$ cat src/rtl/timer_display_pkg.sv
// Shared constants, payload types and the seven-segment decoder for the
// MM:SS timer overlay.
package timer_display_pkg;

    localparam int unsigned COORD_W     = 10;
    localparam int unsigned CELL_W      = 8;
    localparam int unsigned CELL_W_LOG2 = 3;
    localparam int unsigned CELL_H      = 16;
    localparam int unsigned N_CELLS     = 5;
    localparam int unsigned COLON_IDX   = 2;

    // Segment vector, bit order {g,f,e,d,c,b,a}
    typedef logic [6:0] seg_t;

    typedef struct packed {
        logic [2:0] min_ten;
        logic [3:0] min_one;
        logic [2:0] sec_ten;
        logic [3:0] sec_one;
    } digits_t;

    function automatic seg_t digit_to_seg(input logic [3:0] i_digit);
        seg_t v_seg;
        v_seg = 7'h00;
        case (i_digit)
            4'd0:    v_seg = 7'h3F;
            4'd1:    v_seg = 7'h06;
            4'd2:    v_seg = 7'h5B;
            4'd3:    v_seg = 7'h4F;
            4'd4:    v_seg = 7'h66;
            4'd5:    v_seg = 7'h6D;
            4'd6:    v_seg = 7'h7D;
            4'd7:    v_seg = 7'h07;
            4'd8:    v_seg = 7'h7F;
            4'd9:    v_seg = 7'h6F;
            default: v_seg = 7'h00;
        endcase
        return v_seg;
    endfunction

endpackage

$ cat src/rtl/timer_display_glyph.sv
// Combinational glyph lookup: decides whether an unscaled (col,row) inside
// an 8x16 cell is lit for a given segment set or for the colon cell.
module timer_glyph
    import timer_display_pkg::*;
(
    input  seg_t       i_seg,
    input  logic       i_is_colon,
    input  logic [2:0] i_col,
    input  logic [3:0] i_row,
    output logic       o_hit_c
);

    logic w_hcol;
    logic w_upper;
    logic w_lower;
    logic w_colon_col;
    logic w_colon_row;
    seg_t w_seg_at;

    assign w_hcol      = (i_col >= 3'd1) && (i_col <= 3'd6);
    assign w_upper     = (i_row >= 4'd1) && (i_row <= 4'd7);
    assign w_lower     = (i_row >= 4'd8) && (i_row <= 4'd14);
    assign w_colon_col = (i_col == 3'd3) || (i_col == 3'd4);
    assign w_colon_row = (i_row == 4'd4) || (i_row == 4'd5)
                      || (i_row == 4'd10) || (i_row == 4'd11);

    // Which segment (if any) covers this pixel, same bit order as seg_t
    always_comb begin
        w_seg_at    = '0;
        w_seg_at[0] = (i_row == 4'd1)  && w_hcol;
        w_seg_at[1] = (i_col == 3'd6)  && w_upper;
        w_seg_at[2] = (i_col == 3'd6)  && w_lower;
        w_seg_at[3] = (i_row == 4'd14) && w_hcol;
        w_seg_at[4] = (i_col == 3'd1)  && w_lower;
        w_seg_at[5] = (i_col == 3'd1)  && w_upper;
        w_seg_at[6] = (i_row == 4'd7)  && w_hcol;
    end

    assign o_hit_c = i_is_colon ? (w_colon_col && w_colon_row)
                                : (|(i_seg & w_seg_at));

endmodule

$ cat src/rtl/timer_display.sv
// Scaled MM:SS seven-segment overlay for the VGA stream, with a digit
// snapshot and busy handshake that keeps the timer frozen across the band.
module timer_display
    import timer_display_pkg::*;
#(
    parameter logic [COORD_W-1:0] X0         = 10'd256,
    parameter logic [COORD_W-1:0] Y0         = 10'd16,
    parameter int unsigned        SCALE_LOG2 = 1
) (
    input  logic               clk,
    input  logic               rst,
    input  logic [COORD_W-1:0] i_x,
    input  logic [COORD_W-1:0] i_y,
    input  logic               i_pixel_valid,
    input  logic [2:0]         i_min_ten,
    input  logic [3:0]         i_min_one,
    input  logic [2:0]         i_sec_ten,
    input  logic [3:0]         i_sec_one,
    output logic               o_VGA_buzy,
    output logic               o_pixel_on,
    output logic               o_pixel_valid
);

    localparam int unsigned EXT_W = COORD_W + 1;
    localparam int unsigned OV_W  = (CELL_W * N_CELLS) << SCALE_LOG2;
    localparam int unsigned OV_H  = CELL_H << SCALE_LOG2;
    localparam logic [EXT_W-1:0] Y_END = EXT_W'(Y0) + EXT_W'(OV_H);

    logic               w_band;
    logic [COORD_W-1:0] w_rx;
    logic [COORD_W-1:0] w_ry;
    logic               w_in_region;
    logic [2:0]         w_char;
    logic [2:0]         w_col;
    logic [3:0]         w_row;
    digits_t            w_digits_in;

    logic               r_busy;
    logic [1:0]         r_tail;
    digits_t            r_snap;

    logic               r_s1_in_region;
    logic [2:0]         r_s1_char;
    logic [2:0]         r_s1_col;
    logic [3:0]         r_s1_row;
    logic               r_s1_valid;

    logic [3:0]         w_digit;
    logic               w_blank;
    seg_t               w_seg;
    logic               w_is_colon;
    logic               w_hit;

    logic               r_pixel_on;
    logic               r_pixel_valid;

    assign w_band = (i_y >= Y0) && (EXT_W'(i_y) < Y_END);

    // Offsets wrap; the i_x >= X0 term keeps wrapped columns out of the region
    assign w_rx        = i_x - X0;
    assign w_ry        = i_y - Y0;
    assign w_in_region = (i_x >= X0) && (EXT_W'(w_rx) < EXT_W'(OV_W))
                      && w_band && i_pixel_valid;
    assign w_char      = 3'(w_rx >> (SCALE_LOG2 + CELL_W_LOG2));
    assign w_col       = 3'(w_rx >> SCALE_LOG2);
    assign w_row       = 4'(w_ry >> SCALE_LOG2);

    assign w_digits_in = '{min_ten: i_min_ten, min_one: i_min_one,
                           sec_ten: i_sec_ten, sec_one: i_sec_one};

    // Busy stays up for the band plus two drain cycles
    always_ff @(posedge clk or posedge rst) begin
        if (rst) begin
            r_busy <= 1'b0;
            r_tail <= 2'd0;
        end else begin
            r_busy <= w_band || (r_tail != 2'd0);
            if (w_band) begin
                r_tail <= 2'd2;
            end else if (r_tail != 2'd0) begin
                r_tail <= r_tail - 2'd1;
            end
        end
    end

    always_ff @(posedge clk or posedge rst) begin
        if (rst) begin
            r_snap <= '0;
        end else if (!w_band && !r_busy) begin
            r_snap <= w_digits_in;
        end
    end

    always_ff @(posedge clk or posedge rst) begin
        if (rst) begin
            r_s1_in_region <= 1'b0;
            r_s1_char      <= 3'd0;
            r_s1_col       <= 3'd0;
            r_s1_row       <= 4'd0;
            r_s1_valid     <= 1'b0;
        end else begin
            r_s1_in_region <= w_in_region;
            r_s1_char      <= w_char;
            r_s1_col       <= w_col;
            r_s1_row       <= w_row;
            r_s1_valid     <= i_pixel_valid;
        end
    end

    // Tens digits only go to 5; 6 and 7 render blank like out-of-range units
    always_comb begin
        w_digit = 4'd0;
        w_blank = 1'b1;
        case (r_s1_char)
            3'd0: begin
                w_digit = {1'b0, r_snap.min_ten};
                w_blank = (r_snap.min_ten > 3'd5);
            end
            3'd1: begin
                w_digit = r_snap.min_one;
                w_blank = 1'b0;
            end
            3'd3: begin
                w_digit = {1'b0, r_snap.sec_ten};
                w_blank = (r_snap.sec_ten > 3'd5);
            end
            3'd4: begin
                w_digit = r_snap.sec_one;
                w_blank = 1'b0;
            end
            default: begin
                w_digit = 4'd0;
                w_blank = 1'b1;
            end
        endcase
    end

    assign w_seg      = w_blank ? seg_t'(0) : digit_to_seg(w_digit);
    assign w_is_colon = (r_s1_char == 3'(COLON_IDX));

    timer_glyph u_glyph (
        .i_seg      (w_seg),
        .i_is_colon (w_is_colon),
        .i_col      (r_s1_col),
        .i_row      (r_s1_row),
        .o_hit_c    (w_hit)
    );

    always_ff @(posedge clk or posedge rst) begin
        if (rst) begin
            r_pixel_on    <= 1'b0;
            r_pixel_valid <= 1'b0;
        end else begin
            r_pixel_on    <= r_s1_in_region && w_hit;
            r_pixel_valid <= r_s1_valid;
        end
    end

    assign o_VGA_buzy    = r_busy;
    assign o_pixel_on    = r_pixel_on;
    assign o_pixel_valid = r_pixel_valid;

endmodule

$ cat config.mk
export PLATFORM = sky130hd
export DESIGN_NAME = timer_display
export DESIGN_NICKNAME = d
export VERILOG_FILES = /design/src/rtl/timer_display_pkg.sv /design/src/rtl/timer_display_glyph.sv /design/src/rtl/timer_display.sv
export SDC_FILE = /design/constraint.sdc
export NUM_CORES = 1
export LEC_CHECK = 0
export CAP_MARGIN = 20
export CORE_MARGIN = 10
export CORE_UTILIZATION = 49
export CTS_CLUSTER_DIAMETER = 50
export DETAILED_ROUTE_END_ITERATION = 10
export MAX_ROUTING_LAYER = met4
export PLACE_DENSITY = 0.87
export REMOVE_ABC_BUFFERS = 1
export SETUP_SLACK_MARGIN = 0.4
export SKIP_LAST_GASP = 1
export SYNTH_ARGS = -nofsm -noshare
export SYNTH_HDL_FRONTEND = slang
export SYNTH_HIERARCHICAL = 1
export SYNTH_SLANG_ARGS = --single-unit
$ cat constraint.sdc
create_clock -name clk -period 3.7 [get_ports clk]
set_input_delay 1.11 -clock clk [delete_from_list [all_inputs] [get_ports clk]]
set_output_delay 1.11 -clock clk [all_outputs]
set_load 0.02 [all_outputs]
# After elaboration in Yosys (flattened, before gate mapping)
# Memories as Yosys holds them, arrays and structs flattened.
# Cells that the tools add are included.
# classes
n_addsub	3
multipliers	0
n_div	0
magnitude_cmp	12
n_eq_ne	15
n_shift	0
n_mux	6
bitwise	1
reduce_logical	29
# op_table
operator	n
1-bit logical AND	17
4-bit case mux with 4 select lines	1
4-bit by 3-bit == test with 1-bit output (second input constant)	3
4-bit == test (second input constant)	3
10-bit by 5-bit greater-or-equal comparator with 1-bit output (second input constant)	1
10-bit by 9-bit greater-or-equal comparator with 1-bit output (second input constant)	1
10-bit by 6-bit < comparator with 1-bit output (second input constant)	1
10-bit by 7-bit < comparator with 1-bit output (second input constant)	1
10-bit by 9-bit subtractor with 10-bit output (second input constant)	1
3-bit by 2-bit == test with 1-bit output (second input constant)	3
3-bit == test (second input constant)	3
7-bit bitwise AND	1
7-bit two-way mux	1
7-bit OR reduction	1
3-bit by 1-bit == test with 1-bit output (second input constant)	2
3-bit > comparator (second input constant)	2
1-bit logical OR	5
5-bit subtractor (second input constant)	1
4-bit by 1-bit == test with 1-bit output (second input constant)	1
4-bit by 1-bit greater-or-equal comparator with 1-bit output (second input constant)	1
4-bit greater-or-equal comparator (second input constant)	1
4-bit by 3-bit <= comparator with 1-bit output (second input constant)	1
4-bit <= comparator (second input constant)	1
2-bit two-way mux	2
other kinds (9)	11
# word_totals
ff_bits	31
latch_bits	0
mem_bits_rw	0
mem_bits_ro	112
in_bits	37
output_inout_bits	3
elab_cells	80
memories	1
# mem_list
name	words	width	rd	rd_clocked_by_memory_dff	write_ports	line	rtl
(name not given)	16	7	1	0	0	timer_display_pkg.sv:25	case (i_digit)

# Logic depth before layout (Yosys ltp)
# logic_depth
ltp_word	8
mapped_depth	13
mapped_depth_nobuf	12

# Hierarchy
# The synthesis kept the hierarchy.
# modules_own_cells
mod	instances	cells_per_inst	area_each_um2	seq_area_each_um2
timer_display	1	117	1531.5	775.7
timer_glyph	1	28	165.2	0.0

# Least setup slack after synthesis
# Ideal clock, no wire load.
# synth_timing
path_type	flip-flop to flip-flop
start	register r_s1_char[2]
end	register r_pixel_on, in the netlist o_pixel_on
setup_ps	66
arrival_time_ps	2645
required_ps	3634
path_slack_ps	989
path_stages_with_launch	13
n_path_buf	0
synth_period_minus_slack_ps	2711
path_cell_list	dfrtp_1 > mux2_2 > a211oi_4 > inv_2 > ha_1 > or3_1 > o22ai_1 > nand2_1 > o21ai_0 > a31oi_1 > a2111o_1 > nand3_1 > and2_1
# synth_via
elab_chain_cells	8
word_cells_on_any_way	14
cone_classes	eq/ne: 4; mux: 4; bitwise: 1; reduce/logical: 4; memory: 1
# synth_rtl
element	line	rtl
start: declaration	timer_display.sv:43	logic [2:0] r_s1_char;
start signal: assignment	timer_display.sv:103	r_s1_char <= w_char;
3-bit == test (tied with other cells)	timer_display.sv:114	case (r_s1_char)
4-bit case mux with 4 select lines or 2-bit OR reduction (tied branches)	-	
memory read 16 x 7 bit or 1-bit case mux with 3 select lines (tied branches)	-	
7-bit two-way mux *	timer_display.sv:138	assign w_seg = w_blank ? seg_t'(0) : digit_to_seg(w_digit);
named net w_seg[6]	timer_display.sv:50	seg_t w_seg;
7-bit bitwise AND *	timer_display_glyph.sv:40	: (|(i_seg & w_seg_at));
7-bit OR reduction *	timer_display_glyph.sv:40	
1-bit two-way mux *	timer_display_glyph.sv:39	assign o_hit_c = i_is_colon ? (w_colon_col && w_colon_row)
named net w_hit	timer_display.sv:52	logic w_hit;
1-bit logical AND *	timer_display.sv:154	r_pixel_on <= r_s1_in_region && w_hit;
end signal: assignment	timer_display.sv:154	
end: declaration	timer_display.sv:54	logic r_pixel_on;
# Mark *: on every way through the listed nets, which the timed path passes. The rest lies on a longest branch.
# A chain may end at the register's enable or synchronous reset.

# Final worst setup path
# Same ends and word-level chain as after synthesis.

==> key figures <==
Layout
  – Area of the multi-input gates: 853 sq um
  – Nets: around 230
  – Storage cell area: slightly below 800 sq um
  – Fill cells: 251
  – Area grow syn2layout: 29.9%
  – Post-route insts no fill: approximately 240
  – Share of cells above drive strength 1: 18.5%
  – ANT cells: 0

Global routing
  – First-pass GRT wire length: ~6400 um
  – Largest net degree at the start of global routing: 32
  – GRT Total Usage: a little over an eighth
  – Antenna violations before repair: 0
  – Vias in the first global route: ~1300
  – Total grt overflow: 0

Clock tree
  – Clock sink count: 31
  – CTS tree: done
  – Total CTS buffers: 5
  – CTS Buffer Depth: 2
  – # H-tree levels: 2
  – Root buf cell: clkbuf_4
  – Clock latency on the worst-skew pair: about 0.32 ns
  – Hold buffer count at cts: 0
  – CTS clk-pin slew, worst paths: approximately 0.1 ns

Timing
  – Fmax: between 300 and 400 MHz
  – Final setup vio count: 0
  – Max-slew violation count: 0
  – RSZ-0062 raised after global routing: no
  – Slew margin rel.: 39.8%
  – Tightest Pin Transition: approximately 0.90 ns
  – Setup tns final: 0 ns
  – Skew final: about 0.0067 ns
  – Final Cycle Share: between 80% and 90%
  – Final Critical Period: approximately 3.0 ns
  – Final hold violations: 0

Floorplan
  – # IOs: 40
  – Initial Utilization: approximately 51%
  – Chip width: 78.8 um
  – Number of placement rows: 21
  – Die ar.: a little over 0.006 sq mm
  – Core area: 0.00334 sq mm
  – Die Height: 78.8 um

Place
  – Number of port buffers: 37
  – Hpwl dp: around 3000 um
  – Cells after DPL: between 200 and 250
  – GP Congestion: 0.801

Critical path
  – Dominant cell type by count on the critical path: nand3_1
  – Critical Path RT: slightly below 4 ns
  – Slowest stage cell, crit path: dfrtp_2
  – Worst path max stage delay: 0.51 ns
  – Worst path cell trace: mux2_2, a211oi_4, buf_4, ha_1, nand2b_1, a21oi_1, o31ai_1, o22ai_1, nand3_1, a2111o_1, nand3_1, and2_1
  – Biggest fanout along the worst timing path: 14
  – Setup CP Type: reg -> reg
  – Setup crit end kind: flip-flop
  – Worst EP arrival: between 3 and 4 ns
  – R2R Setup Slk: between 0.6 and 0.7 ns
  – Setup crit start kind: flip-flop

Routing
  – Remaining DRCs: 0
  – Vias/cell: between 5 and 6
  – Number of DRC markers in iteration 0: approximately 150
  – First-pass iteration count of the detailed router: 4
  – Final ANT Viol Nets: 0
  – Vias: 1321
  – Mean routed wirelength per cell: about 17 um
  – Post-Route WL: slightly below 4000 um

Outcome
  – Status: complete, no violations

Job
  – Max Cap Viol: 0

Pwr
  – Peak VDD IR: roughly 0.38 mV
  – Power Total: approximately 1.3 mW
  – P_leak: roughly 0.92 nW
  – Pwr dens: between 500 and 600 mW/mm^2

Synthesis
  – Avg Synthesized Cell Area: roughly 12 sq um
  – Sequential cell area fraction in the yosys report: roughly 46%
  – Post-synth ARST share: 100%
  – Synth Cell Area: around 0.0017 sq mm
  – Top_reg_cell synth: dfrtp_1
  – EDFF count, synth: 0
  – Post-Synthesis Cells: around 150
  – Synth Register Bits: 31
  – Post-synth cell types: between 50 and 60
  – Ys Warns: 6

Min path
  – HP Class: reg -> reg
==> worst max-delay path, delay by kind of cell, from the launching register on <==
family / cells / cell delay (ns)
buffers and inverters: 1 / 0.19
adders and majority gates: 1 / 0.23
DFF: 1 / 0.51
and+or+nand+nor: 4 / 0.47
muxes: 1 / 0.39
AOI/OAI and AO/OA: 5 / 1.18
==> cell usage after synthesis, types with 3 or more instances <==
cell type,n,area [sq um]
a21oi_1,7,35.0
ha_1,4,50.1
o211ai_1,5,37.5
and3_1,3,18.8
nand3_1,3,15.0
o21ai_0,6,30.0
nand4b_1,3,26.3
nor2_1,5,18.8
nand2_1,5,18.8
inv_1,5,18.8
o22ai_1,3,18.8
buf_2,3,15.0
nand3b_1,5,37.5
mux2_4,10,150
dfrtp_1,31,776
mux2_1,4,45.0
==> area by class of cell <==
cell class | count | share of cell area (%)
multi-input combinational | 102 | 38.7
clock buffer | 6 | 2.33
sequential | 31 | 35.2
tap | 46 | 2.61
timing repair buffer | 42 | 18.5
clock inverter | 2 | 1.59
inverter | 6 | 1.02
==> worst paths after layout <==
check | cells past startpoint | from | to
min in group asynchronous | 3 | rst | r_s1_valid
max in group asynchronous | 3 | rst | r_s1_char[2]
worst max-delay path | 12 | r_s1_char[2] | o_pixel_on
worst min register to register | 0 | r_s1_valid | o_pixel_valid
worst min-delay path | 0 | r_s1_valid | o_pixel_valid
worst max register to register | 12 | r_s1_char[2] | o_pixel_on
==> through the flow <==
stage	utilization [%]	worst slack, ns	area (sq um)	hold slack (ns)
after floorplan	-	0.843	1650	0.331
after global placement	62.5	0.588	2090	0.333
after detailed placement	62.5	0.492	2090	0.352
after CTS	65.1	0.439	2170	0.375
after global routing	66.1	0.490	2200	0.376
final	66.1	0.659	2200	0.374
==> sequential cells by signal (all words and copies together), names as in the netlist <==
register	count
r_s1_row	4
r_snap	14
r_s1_col	3
r_s1_char	3
r_s1_in_region	1
o_pixel_on	1
r_tail	2
o_pixel_valid	1
o_VGA_buzy	1
r_s1_valid	1
==> layout by cell type, fill, tap and decap left out, drive strengths merged, types with 2 or more instances in the layout <==
cell,synthesis,final
a21oi,7,7
and3,3,3
buf,6,5
clkbuf,0,6
clkdlybuf4s50,0,37
dfrtp,31,31
ha,4,4
inv,6,6
mux2,16,16
mux2i,2,2
nand2,5,5
nand2b,2,2
nand3,3,3
nand3b,5,5
nand4b,3,3
nand4bb,2,2
nor2,7,7
nor3b,2,2
nor4,2,2
o211ai,5,5
o21ai,7,7
o22ai,3,3
o31ai,2,2
or2,2,2
xnor2,2,2
==> kinds of logic (layout without fill, tap and decap cells) <==
family / count (synthesis) / in the layout / synth area share, %
XOR/XNOR: 3 / 3 / 1.55
multiplexers: 18 / 18 / 14.0
AND/OR/NAND/NOR: 46 / 46 / 19.2
adder cells (fa/ha/maj): 4 / 4 / 2.95
AO/OA/AOI/OAI: 31 / 31 / 12.6
flip-flops: 31 / 31 / 45.7
buffers and inverters: 12 / 56 / 3.98
==> repair_timing <==
item                                   4_1_cts  5_1_grt
buffers inserted                             0        4
gates resized for setup                      0        1
setup endpoints to repair                    0        1
endpoints found under the hold margin        0        0
==> power by group <==
part           internal (mW)  switching, mW
Clock                  0.160          0.112
Sequential             0.444         0.0736
Combinational          0.295          0.218
==> per-layer routing <==
layer / track usage (%) / routed length, um / share of wire (%) / vias up
met5: - / 0 / 0 / -
met3: 3.15 / 141 / 3.6 / 14
met1: 14.6 / 1620 / 41 / 628
li1: - / - / - / 626
met4: 5.02 / 113 / 2.9 / 0
met2: 22.2 / 2070 / 53 / 53
No activity file was read; power rests on OpenSTA's default activity.
